--- config.mk ---
export PLATFORM = sky130hd
export DESIGN_NAME = sd_cmd_sequencer
export DESIGN_NICKNAME = d
export VERILOG_FILES = /design/src/rtl/sd_host_pkg.sv /design/src/rtl/sd_cmd_timer.sv /design/src/rtl/sd_cmd_sequencer.sv
export SDC_FILE = /design/constraint.sdc
export NUM_CORES = 1
export LEC_CHECK = 0
export BUFFER_PORTS_ARGS = -buffer_cell sky130_fd_sc_hd__buf_2
export CAP_MARGIN = 40
export CORE_MARGIN = 8
export CORE_UTILIZATION = 41
export CTS_BUF_LIST = sky130_fd_sc_hd__clkbuf_4 sky130_fd_sc_hd__clkbuf_8 sky130_fd_sc_hd__clkbuf_16
export CTS_CLUSTER_SIZE = 8
export DETAILED_ROUTE_END_ITERATION = 10
export GPL_TIMING_DRIVEN = 0
export PLACE_DENSITY = 0.84
export SLEW_MARGIN = 20
export SYNTH_ARGS = -nofsm -noshare
export SYNTH_HDL_FRONTEND = slang
export SYNTH_HIERARCHICAL = 1
export SYNTH_SLANG_ARGS = --single-unit
--- constraint.sdc ---
create_clock -name clk_host -period 1.41 [get_ports clk_host]
set_input_delay 0.141 -clock clk_host [delete_from_list [all_inputs] [get_ports clk_host]]
set_output_delay 0.141 -clock clk_host [all_outputs]
set_load 0.1 [all_outputs]
--- src/rtl/sd_host_pkg.sv ---
// Shared types and constants for the SD host command path: FSM states,
// status bit positions, command field widths and the default timeout.
package sd_host_pkg;

  typedef enum logic [1:0] {
    IDLE,
    ISSUE,
    WAIT,
    DONE
  } state_t;

  localparam int ST_DONE = 0;
  localparam int ST_TOUT = 1;
  localparam int ST_IDX  = 2;
  localparam int ST_REJ  = 3;
  localparam int NUM_STATUS = 4;

  localparam int CMD_IDX_W = 6;
  localparam int CMD_ARG_W = 32;

  localparam int DEF_TIMEOUT_CYCLES = 1024;
  localparam int DEF_TMR_W = 11;

endpackage

--- src/rtl/sd_cmd_timer.sv ---
// Clearable, enable-gated up-counter with a terminal-count flag, used as
// the WAIT-state watchdog of sd_cmd_sequencer.
module sd_cmd_timer #(
  parameter int TMR_W    = 11,
  parameter int TERMINAL = 1023
) (
  input  logic clk,
  input  logic rst,
  input  logic clear,
  input  logic enable,
  output logic terminal
);

  logic [TMR_W-1:0] count;

  always_ff @(posedge clk or posedge rst) begin
    if (rst) begin
      count <= '0;
    end else if (clear) begin
      count <= '0;
    end else if (enable) begin
      count <= count + 1'b1;
    end
  end

  assign terminal = (count == TMR_W'(TERMINAL));

endmodule

--- src/rtl/sd_cmd_sequencer.sv ---
// SD host command-issue controller: latches a host command, starts the CMD
// engine, waits for completion and posts W1C status. Optional watchdog: SD_CMD_TIMEOUT_EN.
module sd_cmd_sequencer
  import sd_host_pkg::*;
#(
  parameter int TIMEOUT_CYCLES = DEF_TIMEOUT_CYCLES,
  parameter int TMR_W          = DEF_TMR_W
) (
  input  logic                  clk_host,
  input  logic                  reset_host,
  input  logic                  cmd_write,
  input  logic [CMD_IDX_W-1:0]  cmd_index_in,
  input  logic [CMD_ARG_W-1:0]  cmd_argument_in,
  input  logic                  cmd_complete,
  input  logic                  cmd_index_error,
  input  logic [NUM_STATUS-1:0] status_clr,
  input  logic [NUM_STATUS-1:0] irq_mask,
  output logic                  new_command,
  output logic [CMD_IDX_W-1:0]  cmd_index,
  output logic [CMD_ARG_W-1:0]  cmd_argument,
  output logic                  cmd_inhibit,
  output logic [NUM_STATUS-1:0] status,
  output logic                  irq
);

  state_t                state;
  logic                  complete_q;
  logic                  complete_edge;
  logic                  timeout_hit;
  logic                  done_pend;
  logic                  idx_pend;
  logic                  tout_pend;
  logic [NUM_STATUS-1:0] set_bits;

  assign complete_edge = cmd_complete & ~complete_q;

`ifdef SD_CMD_TIMEOUT_EN
  logic timer_run;
  logic timer_tc;

  // Counting starts in ISSUE so DONE lands exactly TIMEOUT_CYCLES after ISSUE.
  assign timer_run = (state == ISSUE) || (state == WAIT);

  sd_cmd_timer #(
    .TMR_W   (TMR_W),
    .TERMINAL(TIMEOUT_CYCLES - 1)
  ) u_timer (
    .clk     (clk_host),
    .rst     (reset_host),
    .clear   (~timer_run),
    .enable  (timer_run),
    .terminal(timer_tc)
  );

  assign timeout_hit = timer_tc && (state == WAIT);
`else
  logic unused_timeout_cfg;
  assign unused_timeout_cfg = ^{TIMEOUT_CYCLES, TMR_W};
  assign timeout_hit = 1'b0;
`endif

  always_comb begin
    set_bits = '0;
    if (cmd_write && (state != IDLE)) begin
      set_bits[ST_REJ] = 1'b1;
    end
    if (state == DONE) begin
      set_bits[ST_DONE] = done_pend;
      set_bits[ST_IDX]  = idx_pend;
      set_bits[ST_TOUT] = tout_pend;
    end
  end

  always_ff @(posedge clk_host or posedge reset_host) begin
    if (reset_host) begin
      state        <= IDLE;
      complete_q   <= 1'b0;
      new_command  <= 1'b0;
      cmd_index    <= '0;
      cmd_argument <= '0;
      cmd_inhibit  <= 1'b0;
      status       <= '0;
      irq          <= 1'b0;
      done_pend    <= 1'b0;
      idx_pend     <= 1'b0;
      tout_pend    <= 1'b0;
    end else begin
      complete_q  <= cmd_complete;
      new_command <= 1'b0;
      irq         <= |(status & irq_mask);
      // Sets take priority over same-cycle write-1-to-clear strobes.
      status      <= (status & ~status_clr) | set_bits;
      case (state)
        IDLE: begin
          if (cmd_write) begin
            cmd_index    <= cmd_index_in;
            cmd_argument <= cmd_argument_in;
            new_command  <= 1'b1;
            cmd_inhibit  <= 1'b1;
            state        <= ISSUE;
          end
        end
        ISSUE: begin
          state <= WAIT;
        end
        WAIT: begin
          if (complete_edge) begin
            done_pend <= 1'b1;
            idx_pend  <= cmd_index_error;
            tout_pend <= 1'b0;
            state     <= DONE;
          end else if (timeout_hit) begin
            done_pend <= 1'b0;
            idx_pend  <= 1'b0;
            tout_pend <= 1'b1;
            state     <= DONE;
          end
        end
        DONE: begin
          cmd_inhibit <= 1'b0;
          state       <= IDLE;
        end
        default: begin
          state <= IDLE;
        end
      endcase
    end
  end

endmodule

==> impl_metrics.toml, run 1 <==
[worst_setup_path]
end_kind = "flip-flop"
cp.required_ns = 1.59
crit_family = "flip-flops"
crit_type = "reg -> reg"
crit_chain = "inv_2 -> ha_4 -> nand2_4 -> buf_6 -> buf_12 -> mux2_4"
critPathLaunchType = "flip-flop"
worstPathArrival_ns = 1.53
path_max_fanout = 10
r2r_slack_ns = 0.05
crit_path_max_incr_delay_ns = 0.40
cp_num_buf_inv = 3
r2r-start = "state[1]$_DFFE_PP0P_"
slowest_stage = "dfrtp_1"
r2r-end = "cmd_argument[31]$_DFFE_PP0P_"
r2r_cells = 6

[floorplan]
die_x_um = 85.42
design.core.area_mm2 = 0.004692
start_util_pct = 42.11
dieArea_mm2 = 0.007296
die_y_um = 85.42
io_pins = 96
fp-row-count = 25

[cts]
cts_buffers = 5
path_clk_slew_ns = 0.08
cts_tree = "yes"
cts_buffer_depth = 2
cts.sinks = 50
clockRootBuffer = "clkbuf_8"
clkLatencyLatePin_ns = 0.29
cts-htree-levels = 2

[finish]
layout.nets = 293
drive_above_1_share_pct = 67.65
final_util_pct = 59.09
antennaDiodeCount = 0
area_growth_pct = 40.34
final_common_cell = "buf_2"
final_cell_mix = "buf_2, dfrtp_1, mux2_2"

[detailed_routing]
ant_nets = 0
drc_errors = 0
routedWlPerCell_um = 16.10
num_vias = 1384
viasPerCell = 4.740
dr.max_layer_used = "met4"
drt-total-wl_mm = 4.701
met2_wirelength_mm = 2.327
wl_met3_um = 462
drt_iter0_markers = 12
met1Wirelength_mm = 1.813
drtPass1Iterations = 4

[timing]
rsz0062_at_grt = "true"
worstMarginPinSlew_ns = 0.5295
finalHoldViolCount = 0
setup_viol = 0
fin_crit_sh_pct = 96.18
worst_clock_skew_ns = 0.005822
slew_violations = 0
fmax_mhz = 737.4
slew_headroom_pct = 64.65
period_needed_ns = 1.356

[synthesis]
synth-seq-cells = 50
synth.area.top_cells = "dfrtp_1, mux2_2, mux2_4, ha_1, inv_1"
yosys.area.top_type = "dfrtp_1"
synth_top_area_share_pct = 63.33
avgSynthCellArea_um2 = 15.68
synth_fp_nets = 182
netlist_area_mm2 = 0.001976
ys_seq_area_share_pct = 63.33
synthCells = 126
ys_types = 18
yosysWarnings = 6

[grt]
grt_usage_pct = 13.00
grt_pass1_vias = 1533
grt_pass1_wl_mm = 7.534
grt_overflow_total = 0
grt_max_degree = 27
antenna_found_initial = 0

[hold_path]
worstHoldStart = "status_clr[0]"
worst_hold_path_type = "in -> reg"
min_path_cells = 2
whs_endpoint = "status[0]$_DFF_PP0_"

[flow_run]
maxCapViolCount = 0

[placement]
place_congestion = 0.7174
dp_hpwl_mm = 3.766
port_buffers = 95

[outcome]
status = "completed"
## synth_stat cells (all sizes together)
cell type / instances
nand3b: 1
o32a: 1
mux2: 40
buf: 4
a22oi: 2
nand2: 5
o21ai: 3
dfrtp: 50
mux2i: 1
a21oi: 1
o22ai: 1
nor2b: 2
nand2b: 2
inv: 8
ha: 5
## what timing repair did
item,CTS,global route
setup endpoints to repair,30,29
pin swaps,0,1
endpoints found under the hold margin,26,0
gates resized for setup,3,6
buffers inserted,5,0
hold buffers,3,0
## flip-flops by register name (all words and copies together) (netlist names)
signal / cells
cmd_argument: 32
cmd_index: 6
cmd_inhibit: 1
complete_q: 1
done_pend: 1
idx_pend: 1
irq: 1
new_command: 1
state: 2
status: 4
## cell type report
cell class                      instances  area, µm²
Tap cell                               54      67.56
Timing Repair Buffer                  104      575.6
Fill cell                             371       1919
Sequential cell                        50       1251
Inverter                                8      30.03
Multi-Input combinational cell         64      688.2
Buffer                                  4      46.29
Clock inverter                          1      30.03
Clock buffer                            7      83.83
## how the worst max path moves through the flow
stage,from,endpoint,slack (ns),cells after the start
global placement,reset_host,status[2]$_DFF_PP0_,-0.51,2
detailed placement,state[1]$_DFFE_PP0P_,cmd_argument[31]$_DFFE_PP0P_,-0.11,6
global route,state[1]$_DFFE_PP0P_,cmd_index[3]$_DFFE_PP0P_,-0.006,6
floorplan,state[1]$_DFFE_PP0P_,cmd_argument[29]$_DFFE_PP0P_,0.02,6
CTS,state[0]$_DFFE_PP0P_,cmd_argument[31]$_DFFE_PP0P_,-0.003,6
finish,state[1]$_DFFE_PP0P_,cmd_argument[31]$_DFFE_PP0P_,0.05,6
## routing by layer
layer / up-vias / global-route usage, %
li1: 649 / -
met1: 664 / 13.87
met2: 62 / 21.72
met3: 9 / 5.792
met4: 0 / 5.573
met5: - / 0
## logic make-up after synthesis
| group | share of synthesized area, % |
|---|---|
| AO/OA/AOI/OAI | 2.596 |
| adder cells (fa/ha/maj) | 3.167 |
| buffers and inverters | 3.167 |
| flip-flops | 63.33 |
| multiplexers | 25.02 |
| AND/OR/NAND/NOR | 2.723 |
## per-stage QoR
| step | setup TNS [ns] | setup WS, ns | hold slack (ns) | std cells | area (µm²) |
|---|---|---|---|---|---|
| after global placement | -27.67 | -0.5109 | 0.2832 | 275 | 2525 |
| after global routing | -0.01060 | -0.005901 | 0.01736 | 292 | 2773 |
| final | 0 | 0.05389 | 0.03692 | 292 | 2773 |
| after CTS | -0.002649 | -0.002649 | 0.02491 | 292 | 2744 |
| after floorplan | 0 | 0.01801 | 0.1724 | 126 | 1982 |
| after detailed placement | -2.952 | -0.1132 | 0.2082 | 276 | 2545 |
## worst reg2reg max path, cell delays in order, from the launching register on
cell and delay, ns:
dfrtp_1 0.40, inv_2 0.08, ha_4 0.14, nand2_4 0.06
buf_6 0.13, buf_12 0.14, mux2_4 0.30
Power of run 1 is not shown: default switching activity piles up to over one toggle a cycle in this logic, so the estimate is an artifact.
==> inputs of run 2 (changes only) <==
- CORE_MARGIN: 8 -> 2
==> run 2 against run 1 <==
Against the previous run:
- design area rose by 0.27%
- critical path depth did not move
- wire length fell by 17%
- highest routed layer unchanged
- register-to-register slack got worse by 0.02 ns
- critical path type unchanged
- largest cell class unchanged
==> impl_metrics.toml, run 2 (synthesis results as in run 1) <==
[floorplan]
fp-row-count = 25
design.core.area_mm2 = 0.004692
die_y_um = 73.42
die_x_um = 73.42
dieArea_mm2 = 0.005390
start_util_pct = 42.11
io_pins = 96

[cts]
cts_buffers = 5
cts_tree = "yes"
clockRootBuffer = "clkbuf_8"
cts-htree-levels = 2
path_clk_slew_ns = 0.09
clkLatencyLatePin_ns = 0.29
cts_buffer_depth = 2
cts.sinks = 50

[timing]
finalHoldViolCount = 0
hold_slack_ns = 0.01975
fin_crit_sh_pct = 97.47
worstMarginPinSlew_ns = 0.5488
worst_slack_ns = 0.03570
slew_violations = 0
period_needed_ns = 1.374
setup_viol = 0
fmax_mhz = 727.6
worst_clock_skew_ns = 0.002887
slew_headroom_pct = 63.36

[finish]
multi_input_area_um2 = 685.7
final_area_mm2 = 0.002780
final_cell_mix = "buf_2, dfrtp_1, mux2_2"
largest_reg_flops = 32
fill_cells = 368
seqCellArea_mm2 = 0.001251
area_growth_pct = 40.72
top_register = "cmd_argument"
antennaDiodeCount = 0
biggestRegsByFlops = "cmd_argument x32, cmd_index x6, status x4"
final_common_cell = "buf_2"
drive_above_1_share_pct = 67.23
layout.nets = 294

[placement]
port_buffers = 95
preCtsSetupSlack_ns = -0.1183
dp_hpwl_mm = 2.862
dpl-instance-area_mm2 = 0.002545
place_congestion = 0.7040

[worst_setup_path]
crit_chain = "inv_2 -> ha_4 -> nand2_4 -> buf_8 -> buf_12 -> mux2_4"
cp.required_ns = 1.59
cp_num_buf_inv = 3
r2r_slack_ns = 0.04
r2r-end = "cmd_index[3]$_DFFE_PP0P_"
worstPathArrival_ns = 1.55
r2r-start = "state[1]$_DFFE_PP0P_"
crit_family = "flip-flops"
r2r_cells = 6
path_max_fanout = 10
end_kind = "flip-flop"
critPathLaunchType = "flip-flop"
crit_type = "reg -> reg"
crit_path_max_incr_delay_ns = 0.40
slowest_stage = "dfrtp_1"

[detailed_routing]
drtPass1Iterations = 4
drc_errors = 0
drt-total-wl_mm = 3.916
drt_iter0_markers = 39
viasPerCell = 4.685
routedWlPerCell_um = 13.41
ant_nets = 0
num_vias = 1368

[hold_path]
min_path_cells = 2
worstHoldStart = "status_clr[2]"
whs_endpoint = "status[2]$_DFF_PP0_"
worst_hold_path_type = "in -> reg"

[grt]
grt_pass1_wl_mm = 5.761
antenna_found_initial = 0
grt_max_degree = 28
grt_usage_pct = 13.90
grt_overflow_total = 0
grt_pass1_vias = 1280

[flow_run]
maxCapViolCount = 0

[outcome]
status = "completed"
-- run 2: how the worst max path moves through the flow --
stage / from / to / cells after the start
after floorplan: state[1]$_DFFE_PP0P_ / cmd_argument[29]$_DFFE_PP0P_ / 6
after global placement: reset_host / state[1]$_DFFE_PP0P_ / 2
after detailed placement: state[1]$_DFFE_PP0P_ / cmd_index[3]$_DFFE_PP0P_ / 6
after CTS: state[1]$_DFFE_PP0P_ / cmd_argument[2]$_DFFE_PP0P_ / 5
after global routing: state[1]$_DFFE_PP0P_ / cmd_index[3]$_DFFE_PP0P_ / 6
final: state[1]$_DFFE_PP0P_ / cmd_index[3]$_DFFE_PP0P_ / 6
-- run 2: final cells by class --
cell class              instances  area share (%)
well taps                      54           2.430
clock inverters                 1           1.080
inverters                       8           1.080
multi-input cells              64           24.66
repair buffers                105           20.97
flip-flops and latches         50           45.00
clock buffers                   6           2.970
plain buffers                   4           1.800
-- run 2: worst reg2reg max path: stages, from the launching register on --
cell and delay (ns):
dfrtp_1 0.40, inv_2 0.09, ha_4 0.15, nand2_4 0.06, buf_8 0.13, buf_12 0.14, mux2_4 0.31
-- run 2: repair_timing --
item	CTS	global route
buffers inserted	4	2
pin swaps	1	1
gates resized for setup	3	8
endpoints found under the setup margin	30	39
endpoints found under the hold margin	25	0
hold buffers	3	0
-- run 2: through the flow --
step	setup TNS (ns)	util [%]	std cells
finish	0	59.25	292
global route	-0.02468	59.25	292
CTS	-0.3806	58.37	290
detailed placement	-2.904	54.24	276
global placement	-26.90	53.81	275
floorplan	0	-	126
-- run 2: layer usage --
layer / vias to the layer above / global-route usage (%) / wire [µm]
li1: 659 / - / -
met2: 64 / 22.72 / 1845
met5: - / 0 / 0
met1: 640 / 16.47 / 1626
met3: 5 / 5.624 / 385
met4: 0 / 5.253 / 59
Power of run 2 is left out for the same reason.
